`src/rtl/volume_control.sv`:
```
// Volume control: synchronises and debounces the up/down push-buttons, then
// steps a saturating volume level with auto-repeat while a button is held.
module volume_control #(
  parameter int VOL_W           = 4,
  parameter int VOL_MAX         = 15,
  parameter int VOL_DEFAULT     = 8,
  parameter int DEBOUNCE_CYCLES = 20,
  parameter int REPEAT_DELAY    = 50,
  parameter int REPEAT_PERIOD   = 10
) (
  input  logic             clk,
  input  logic             reset,
  input  logic             btn_up,
  input  logic             btn_down,
  output logic [VOL_W-1:0] volume,
  output logic             mudou_volume,
  output logic             at_max,
  output logic             at_min
);

  localparam int CNT_W   = $clog2(DEBOUNCE_CYCLES + 1);
  localparam int TMR_MAX = (REPEAT_DELAY > REPEAT_PERIOD) ? REPEAT_DELAY : REPEAT_PERIOD;
  localparam int TMR_W   = $clog2(TMR_MAX + 1);
  localparam int SETTLE  = DEBOUNCE_CYCLES + 6;
  localparam int SET_W   = $clog2(SETTLE + 1);

  localparam logic [VOL_W-1:0] MAX_V    = VOL_W'(VOL_MAX);
  localparam logic [VOL_W-1:0] DEF_V    = VOL_W'(VOL_DEFAULT);
  localparam logic [CNT_W-1:0] CNT_DONE = CNT_W'(DEBOUNCE_CYCLES);
  localparam logic [TMR_W-1:0] T_DELAY  = TMR_W'(REPEAT_DELAY);
  localparam logic [TMR_W-1:0] T_PERIOD = TMR_W'(REPEAT_PERIOD);
  localparam logic [TMR_W-1:0] T_ONE    = TMR_W'(1);
  localparam logic [SET_W-1:0] SETTLE_V = SET_W'(SETTLE);

  typedef enum logic [1:0] {IDLE, WAIT, REPEAT, BLOCK} state_t;

  // Bit 0 is the up button, bit 1 the down button throughout.
  logic [1:0]       sync1, sync2, deb;
  logic [CNT_W-1:0] cnt [2];
  logic [SET_W-1:0] settle;
  logic             hold_off;
  logic             deb_up, deb_down;

  state_t           state, state_next;
  logic             dir, dir_next;
  logic [TMR_W-1:0] timer, timer_next;
  logic             step, step_down;
  logic             held, other;

  logic [VOL_W-1:0] vol_next;
  logic             pulse_next;

  assign deb_up   = deb[0];
  assign deb_down = deb[1];
  assign hold_off = (settle != SETTLE_V);

  always_ff @(posedge clk) begin
    if (reset) begin
      sync1 <= '0;
      sync2 <= '0;
    end else begin
      sync1 <= {btn_down, btn_up};
      sync2 <= sync1;
    end
  end

  // A new level is accepted only after DEBOUNCE_CYCLES+1 consecutive disagreeing samples.
  always_ff @(posedge clk) begin
    if (reset) begin
      deb <= '0;
      for (int i = 0; i < 2; i++) cnt[i] <= '0;
    end else begin
      for (int i = 0; i < 2; i++) begin
        if (sync2[i] != deb[i]) begin
          if (cnt[i] == CNT_DONE) begin
            deb[i] <= sync2[i];
            cnt[i] <= '0;
          end else begin
            cnt[i] <= cnt[i] + 1'b1;
          end
        end else begin
          cnt[i] <= '0;
        end
      end
    end
  end

  // Covers the window in which a button held through reset can still debounce high.
  always_ff @(posedge clk) begin
    if (reset) begin
      settle <= '0;
    end else if (settle != SETTLE_V) begin
      settle <= settle + 1'b1;
    end
  end

  always_ff @(posedge clk) begin
    if (reset) begin
      state <= IDLE;
      dir   <= 1'b0;
      timer <= '0;
    end else begin
      state <= state_next;
      dir   <= dir_next;
      timer <= timer_next;
    end
  end

  assign held  = dir ? deb_down : deb_up;
  assign other = dir ? deb_up : deb_down;

  always_comb begin
    state_next = state;
    dir_next   = dir;
    timer_next = timer;
    step       = 1'b0;
    step_down  = dir;
    case (state)
      IDLE: begin
        if ((deb_up && deb_down) || (hold_off && (deb_up || deb_down))) begin
          state_next = BLOCK;
        end else if (deb_up || deb_down) begin
          step       = 1'b1;
          step_down  = deb_down;
          dir_next   = deb_down;
          timer_next = T_DELAY;
          state_next = WAIT;
        end
      end
      WAIT, REPEAT: begin
        if (!held) begin
          state_next = IDLE;
        end else if (other) begin
          state_next = BLOCK;
        end else if (timer == T_ONE) begin
          step       = 1'b1;
          timer_next = T_PERIOD;
          state_next = REPEAT;
        end else begin
          timer_next = timer - 1'b1;
        end
      end
      BLOCK: begin
        if (!deb_up && !deb_down) state_next = IDLE;
      end
      default: state_next = IDLE;
    endcase
  end

  // Saturating step: a blocked step neither changes volume nor pulses.
  always_comb begin
    vol_next   = volume;
    pulse_next = 1'b0;
    if (step) begin
      if (step_down && (volume != '0)) begin
        vol_next   = volume - 1'b1;
        pulse_next = 1'b1;
      end else if (!step_down && (volume != MAX_V)) begin
        vol_next   = volume + 1'b1;
        pulse_next = 1'b1;
      end
    end
  end

  always_ff @(posedge clk) begin
    if (reset) begin
      volume       <= DEF_V;
      mudou_volume <= 1'b0;
      at_max       <= (DEF_V == MAX_V);
      at_min       <= (DEF_V == '0);
    end else begin
      volume       <= vol_next;
      mudou_volume <= pulse_next;
      at_max       <= (vol_next == MAX_V);
      at_min       <= (vol_next == '0);
    end
  end

endmodule

```
`config.mk`:
```
export PLATFORM = sky130hd
export DESIGN_NAME = volume_control
export DESIGN_NICKNAME = d
export VERILOG_FILES = /design/src/rtl/volume_control.sv
export SDC_FILE = /design/constraint.sdc
export NUM_CORES = 1
export LEC_CHECK = 0
export ABC_AREA = 1
export CAP_MARGIN = 30
export CORE_ASPECT_RATIO = 1.25
export CORE_MARGIN = 2
export CORE_UTILIZATION = 53
export DETAILED_ROUTE_END_ITERATION = 6
export PLACE_DENSITY = 0.75
export SYNTH_ARGS = -nofsm -noshare
export SYNTH_HDL_FRONTEND = slang
export SYNTH_SLANG_ARGS = --single-unit
```
`constraint.sdc`:
```
create_clock -name clk -period 1.7 [get_ports clk]
set_clock_uncertainty 0.15 [all_clocks]
set_input_delay 0.34 -clock clk [delete_from_list [all_inputs] [get_ports clk]]
set_output_delay 0.34 -clock clk [all_outputs]
set_load 0.005 [all_outputs]
```
==> results of run 1 <==
-- cell type report --
| cell class | count | area, um^2 |
|---|---|---|
| Clock buffer | 5 | 68.8 |
| Tap cell | 40 | 50.0 |
| Multi-Input combinational cell | 186 | 1240 |
| Inverter | 41 | 156 |
| Fill cell | 260 | 950 |
| Timing Repair Buffer | 49 | 390 |
| Clock inverter | 3 | 17.5 |
| Sequential cell | 37 | 853 |
-- cells by family after synthesis --
family | synth area share (%)
other | 0.185
AO/OA/AOI/OAI | 12.4
AND/OR/NAND/NOR | 27.3
buffers and inverters | 8.00
flip-flops | 41.4
XOR/XNOR | 2.16
adder cells (fa/ha/maj) | 8.62
-- critical path, delay by kind of cell (launching register included) --
kind / cells / cell delay, ns
adder cells (fa/ha/maj): 1 / 0.13
flip-flops: 1 / 0.33
AND/OR/NAND/NOR: 11 / 1.01
buffers and inverters: 3 / 0.24
-- timing repair --
action,4_1_cts,5_1_grt
gates resized for setup,25,34
pin swaps,12,14
setup endpoints to repair,19,25
setup buffers,4,3
-- through the flow --
step,total power [uW],utilization (%),setup TNS [ns],cell area [um^2],hold slack [ns]
after floorplan,2040,-,-0.0471,2080,0.238
final,3700,74.5,-1.03,2770,0.278
after global routing,3970,74.5,-2.52,2770,0.299
after global placement,2560,66.2,-0.556,2460,0.259
after CTS,3280,71.1,-0.667,2650,0.268
after detailed placement,2590,66.2,-0.980,2460,0.259
-- cell usage after synthesis --
cell type,number
o221ai_1,1
nor3b_1,3
xor2_1,4
o211a_1,1
o21ai_0,10
a21oi_1,18
nand3b_1,1
xnor2_1,1
edfxtp_1,10
conb_1,1
o211ai_1,2
o21ai_2,1
nand2_2,6
a21oi_4,1
nand3_1,22
or2_2,1
nor2_2,3
o21ai_1,2
ha_1,14
a31oi_1,2
clkbuf_1,1
nand2_1,36
nor2_1,31
inv_2,1
a211oi_1,4
nor2_4,2
nand2_4,1
inv_1,40
buf_2,1
nand3_2,4
nor3_1,4
nand4_1,1
dfxtp_1,27
-- flip-flops by register name, indices dropped and copies added, names as in the netlist --
signal	flops
sync2	2
sync1	2
settle	5
volume	4
state	2
at_max	1
mudou_volume	1
dir	1
at_min	1
cnt	10
timer	6
deb	2
-- metal layers --
layer  share of wire (%)  track usage, %  up-vias
met4                 2.2            6.57        0
met1                  39            23.5      883
met3                 3.6            4.43       11
met2                  55            39.7       36
met5                   0               0        -
li1                    -               -      955
-- power by group --
group / total (uW) / internal (uW) / switching (uW)
sequential: 1100 / 1030 / 67.6
clock: 605 / 283 / 322
combinational: 2000 / 876 / 1120
total: 3700 / 2190 / 1510
-- worst paths after layout --
check                              start  slack [ns]                   to  cells after the start
setup reg to reg  settle[0]$_SDFFE_PP0P_       -0.23    at_max$_SDFF_PP0_                     15
hold reg to reg      sync1[1]$_SDFF_PP0_        0.28  sync2[1]$_SDFF_PP0_                      2
setup / recovery  settle[0]$_SDFFE_PP0P_       -0.23    at_max$_SDFF_PP0_                     15
hold / removal       sync1[1]$_SDFF_PP0_        0.28  sync2[1]$_SDFF_PP0_                      2
==> flow_summary.toml, run 1 <==
[outcome]
status = "finished with violations"
violations = "negative setup slack"

[timing]
finalHoldViolCount = 0
slew_viol_final = 0
setup_viol = 9
period_share_pct = 113
period_needed_ns = 1.93
rsz0062_at_grt = "true"
fin_ws_ns = -0.226
fmax_ghz = 0.519

[placement]
hpwlAfterDp_um = 3050
placed_cells = 346
port_buffers = 10
gp_congestion = 0.832
dpl_worst_slack_ns = -0.141

[floorplan]
design.die.area_mm2 = 0.00435
die_h_um = 73.2
ios = 11
core_mm2 = 0.00372
rows = 25
start_util_pct = 54.6
die_w_um = 59.4

[power_and_ir_drop]
ir_drop_mv = 1.20
p_leak_uw = 0.00124
pwr_density_cell_mw_per_mm2 = 1330

[cts]
cts_buffer_depth = 2
numCtsBuffers = 5
clk_pin_slew_ns = 0.08
cts_tree = "built"
htree_levels = 2
clock-sinks = 37
clk-insertion-delay-late_ns = 0.29
hold_buffers = 0
cts_root_buffer = "clkbuf_8"

[yosys]
ys_seq_area_share_pct = 41.4
synth.distinct_cells = 33
yosysTopAreaCellShare_pct = 26.6
synth_area_per_cell_um2 = 7.91
ys_ff_latch = 37
syn_inst = 257
netlist_area_mm2 = 0.00203
ys_warn_count = 0
ys_top_cells_by_area = "dfxtp_1 (27%), edfxtp_1 (15%), ha_1 (8.6%), inv_1 (7.4%), nand2_1 (6.7%)"
synth.largest_area_cell = "dfxtp_1"

[min_path]
hold_class = "flip-flop to flip-flop"

[finish]
final_cell_mix = "buf_4 (39), inv_1 (31), nor2_1 (27)"
final_common_cell = "buf_4"
area_growth_pct = 36.5
diodes = 0
fin_cells = 361
fin_nets = 338
layout-drive-gt1-share_pct = 35.5

[setup_path]
cp_max_fo = 4
cp_slowest_stage_delay_ns = 0.33
cp.required_ns = 1.79
startpoint_type = "flip-flop"
cp_slowest_cell = "dfxtp_2"
crit_type = "flip-flop to flip-flop"
critPathCaptureType = "flip-flop"
path_cells = "inv_2 > ha_4 > nand2_2 > inv_2 > nand2_2 > nand2_2 > nand3_4 > nand2_4 > buf_4 > nand3_1 > nand2_1 > nand4_1 > nand2_1 > nand2_1 > nor2_1"
worstPathArrival_ns = 2.01

[grt]
grt_pass1_wl_um = 7090
grt_use_total_pct = 21.3
antenna_found_initial = 0
grt_pass1_vias = 1764
grt_max_degree = 14
overflow = 0

[detailed_routing]
vias = 1885
wirelength_um = 4790
drc = 0
drtIter0Drc = 66
drtPass1Iterations = 4
final_antenna_net_count = 0
vias_per_cell = 5.22
drt-wirelength-per-cell_um = 13.3

[job]
max-cap-violations = 0
(Power assumes the default switching activity.)
==> run 2: changes to the inputs <==
CELL_PAD_IN_SITES_DETAIL_PLACEMENT = 1   (was default)
CELL_PAD_IN_SITES_GLOBAL_PLACEMENT = 1   (was default)
CORE_UTILIZATION = 40   (was 53)
PLACE_DENSITY = default   (was 0.75)
PLACE_DENSITY_LB_ADDON = 0.1   (was default)
==> run 2 against run 1 <==
  * Critical path type unchanged
  * Total power grew 4.3%
  * The run still ends with negative setup slack left
  * Clock power is essentially flat
  * Combinational power grew 7%
  * Highest routed layer unchanged
==> flow_summary.toml, run 2 (same netlist as run 1, synthesis figures left out) <==
[outcome]
status = "finished with violations"
violations = "negative setup slack"

[power_and_ir_drop]
finalPower_uw = 3860
pwr_density_cell_mw_per_mm2 = 1320
p_leak_uw = 0.00129
ir_drop_mv = 0.751

[timing]
finalHoldViolCount = 0
fin_tns_setup_ns = -1.42
period_share_pct = 113
fmax_ghz = 0.522
fin_ws_ns = -0.216
hold_ws_ns = 0.293
slew_viol_final = 0
setup_viol = 12
rsz0062_at_grt = "true"
period_needed_ns = 1.92

[floorplan]
rows = 29
design.die.area_mm2 = 0.00567
ios = 11
start_util_pct = 40.9
die_w_um = 67.8
die_h_um = 83.7
core_mm2 = 0.00497

[setup_path]
r2r_start = "settle[0]$_SDFFE_PP0P_"
worstPathArrival_ns = 2.00
r2r-end = "at_max$_SDFF_PP0_"
cp_max_fo = 4
cp.required_ns = 1.78
rr_worst_depth = 13
crit_type = "flip-flop to flip-flop"
startpoint = "settle[0]$_SDFFE_PP0P_"
critPathCaptureType = "flip-flop"
startpoint_type = "flip-flop"
cp_slowest_cell = "dfxtp_2"
crit_end = "at_max$_SDFF_PP0_"
r2r_slack_ns = -0.22
path_cells = "inv_2 > ha_4 > nand2_2 > inv_2 > nand3_2 > nand2_4 > nand3_4 > a21oi_4 > buf_4 > nand4_1 > nand2_1 > nand2_1 > nor2_1"
cp_slowest_stage_delay_ns = 0.33

[detailed_routing]
vias_per_cell = 4.94
drtIter0Drc = 55
vias = 1940
top_layer_used = "met4"
wl_met3_um = 105
drtPass1Iterations = 4
routedLengthMet1_um = 2220
wirelength_um = 5800
final_antenna_net_count = 0
drt-wirelength-per-cell_um = 14.8
drc = 0
wl_met2_um = 3380

[finish]
fin_util_pct = 58.9
area_growth_pct = 44.2
reg.largest.list = "cnt: 10 flops, timer: 6 flops, settle: 5 flops"
final_cell_mix = "buf_4 (48), inv_1 (30), nor2_1 (26)"
layout-drive-gt1-share_pct = 40.5
diodes = 0
fill_cells = 623
largest_reg_flops = 10
top_register = "cnt"
fin_nets = 348
final_common_cell = "buf_4"

[cts]
htree_levels = 2
hold_buffers = 0
numCtsBuffers = 5
clk_pin_slew_ns = 0.08
clk-insertion-delay-late_ns = 0.29
cts_buffer_depth = 2
cts_tree = "built"
cts_root_buffer = "clkbuf_8"
clock-sinks = 37

[placement]
hpwlAfterDp_um = 3960
port_buffers = 10
gp_congestion = 0.809
dpl_worst_slack_ns = -0.204

[job]
max-cap-violations = 0

[grt]
grt_pass1_vias = 2103
grt_pass1_wl_um = 9030
overflow = 0
grt_max_degree = 12
antenna_found_initial = 0
grt_use_total_pct = 20.9

[min_path]
hold_class = "flip-flop to flip-flop"
-- run 2: final cells by class --
cell class                 count  area (um^2)  share of cell area (%)
sequential                    37          856                    29.2
inverter                      41          156                    5.34
timing repair buffer          59          469                    16.0
multi-input combinational    186         1290                    44.0
clock inverter                 2         10.0                   0.342
tap                           62         77.6                    2.65
clock buffer                   6         72.6                    2.48
-- run 2: worst max-delay path, delay by kind of cell, from the launching register on --
| family | cells | cell delay (ns) |
|---|---|---|
| simple gates | 8 | 0.75 |
| fa+ha+maj | 1 | 0.12 |
| buf+inv | 3 | 0.28 |
| compound gates | 1 | 0.22 |
| flops | 1 | 0.33 |
-- run 2: how the worst min path moves through the flow --
stage	from	to	slack (ns)	depth (start not counted)
after floorplan	sync1[0]$_SDFF_PP0_	sync2[0]$_SDFF_PP0_	0.24	2
after global routing	sync1[0]$_SDFF_PP0_	sync2[0]$_SDFF_PP0_	0.31	2
after detailed placement	sync1[1]$_SDFF_PP0_	sync2[1]$_SDFF_PP0_	0.25	2
after CTS	sync1[1]$_SDFF_PP0_	sync2[1]$_SDFF_PP0_	0.26	2
final	sync1[0]$_SDFF_PP0_	sync2[0]$_SDFF_PP0_	0.29	2
after global placement	sync1[1]$_SDFF_PP0_	sync2[1]$_SDFF_PP0_	0.25	2
-- run 2: metal layers --
metal | vias up | track usage (%)
met4 | 0 | 6.49
met2 | 23 | 39.7
li1 | 982 | -
met5 | - | 0
met3 | 9 | 4.05
met1 | 926 | 21.8
-- run 2: power breakdown --
group	leakage [uW]	internal, uW	switching [uW]
clock	0.0000450	284	322
combinational	0.000916	980	1170
sequential	0.000328	1030	73.9
total	0.00129	2300	1560
-- run 2: per-stage QoR --
step                      cell area [um^2]  std cells
after floorplan                       2080        266
final                                 2930        393
after CTS                             2770        388
after global placement                2540        375
after detailed placement              2540        375
after global routing                  2930        393
-- run 2: repair_timing --
| action | CTS | global route |
|---|---|---|
| buffers inserted | 5 | 5 |
| endpoints found under the setup margin | 22 | 24 |
| pin swaps | 13 | 18 |
| resized for setup | 39 | 33 |
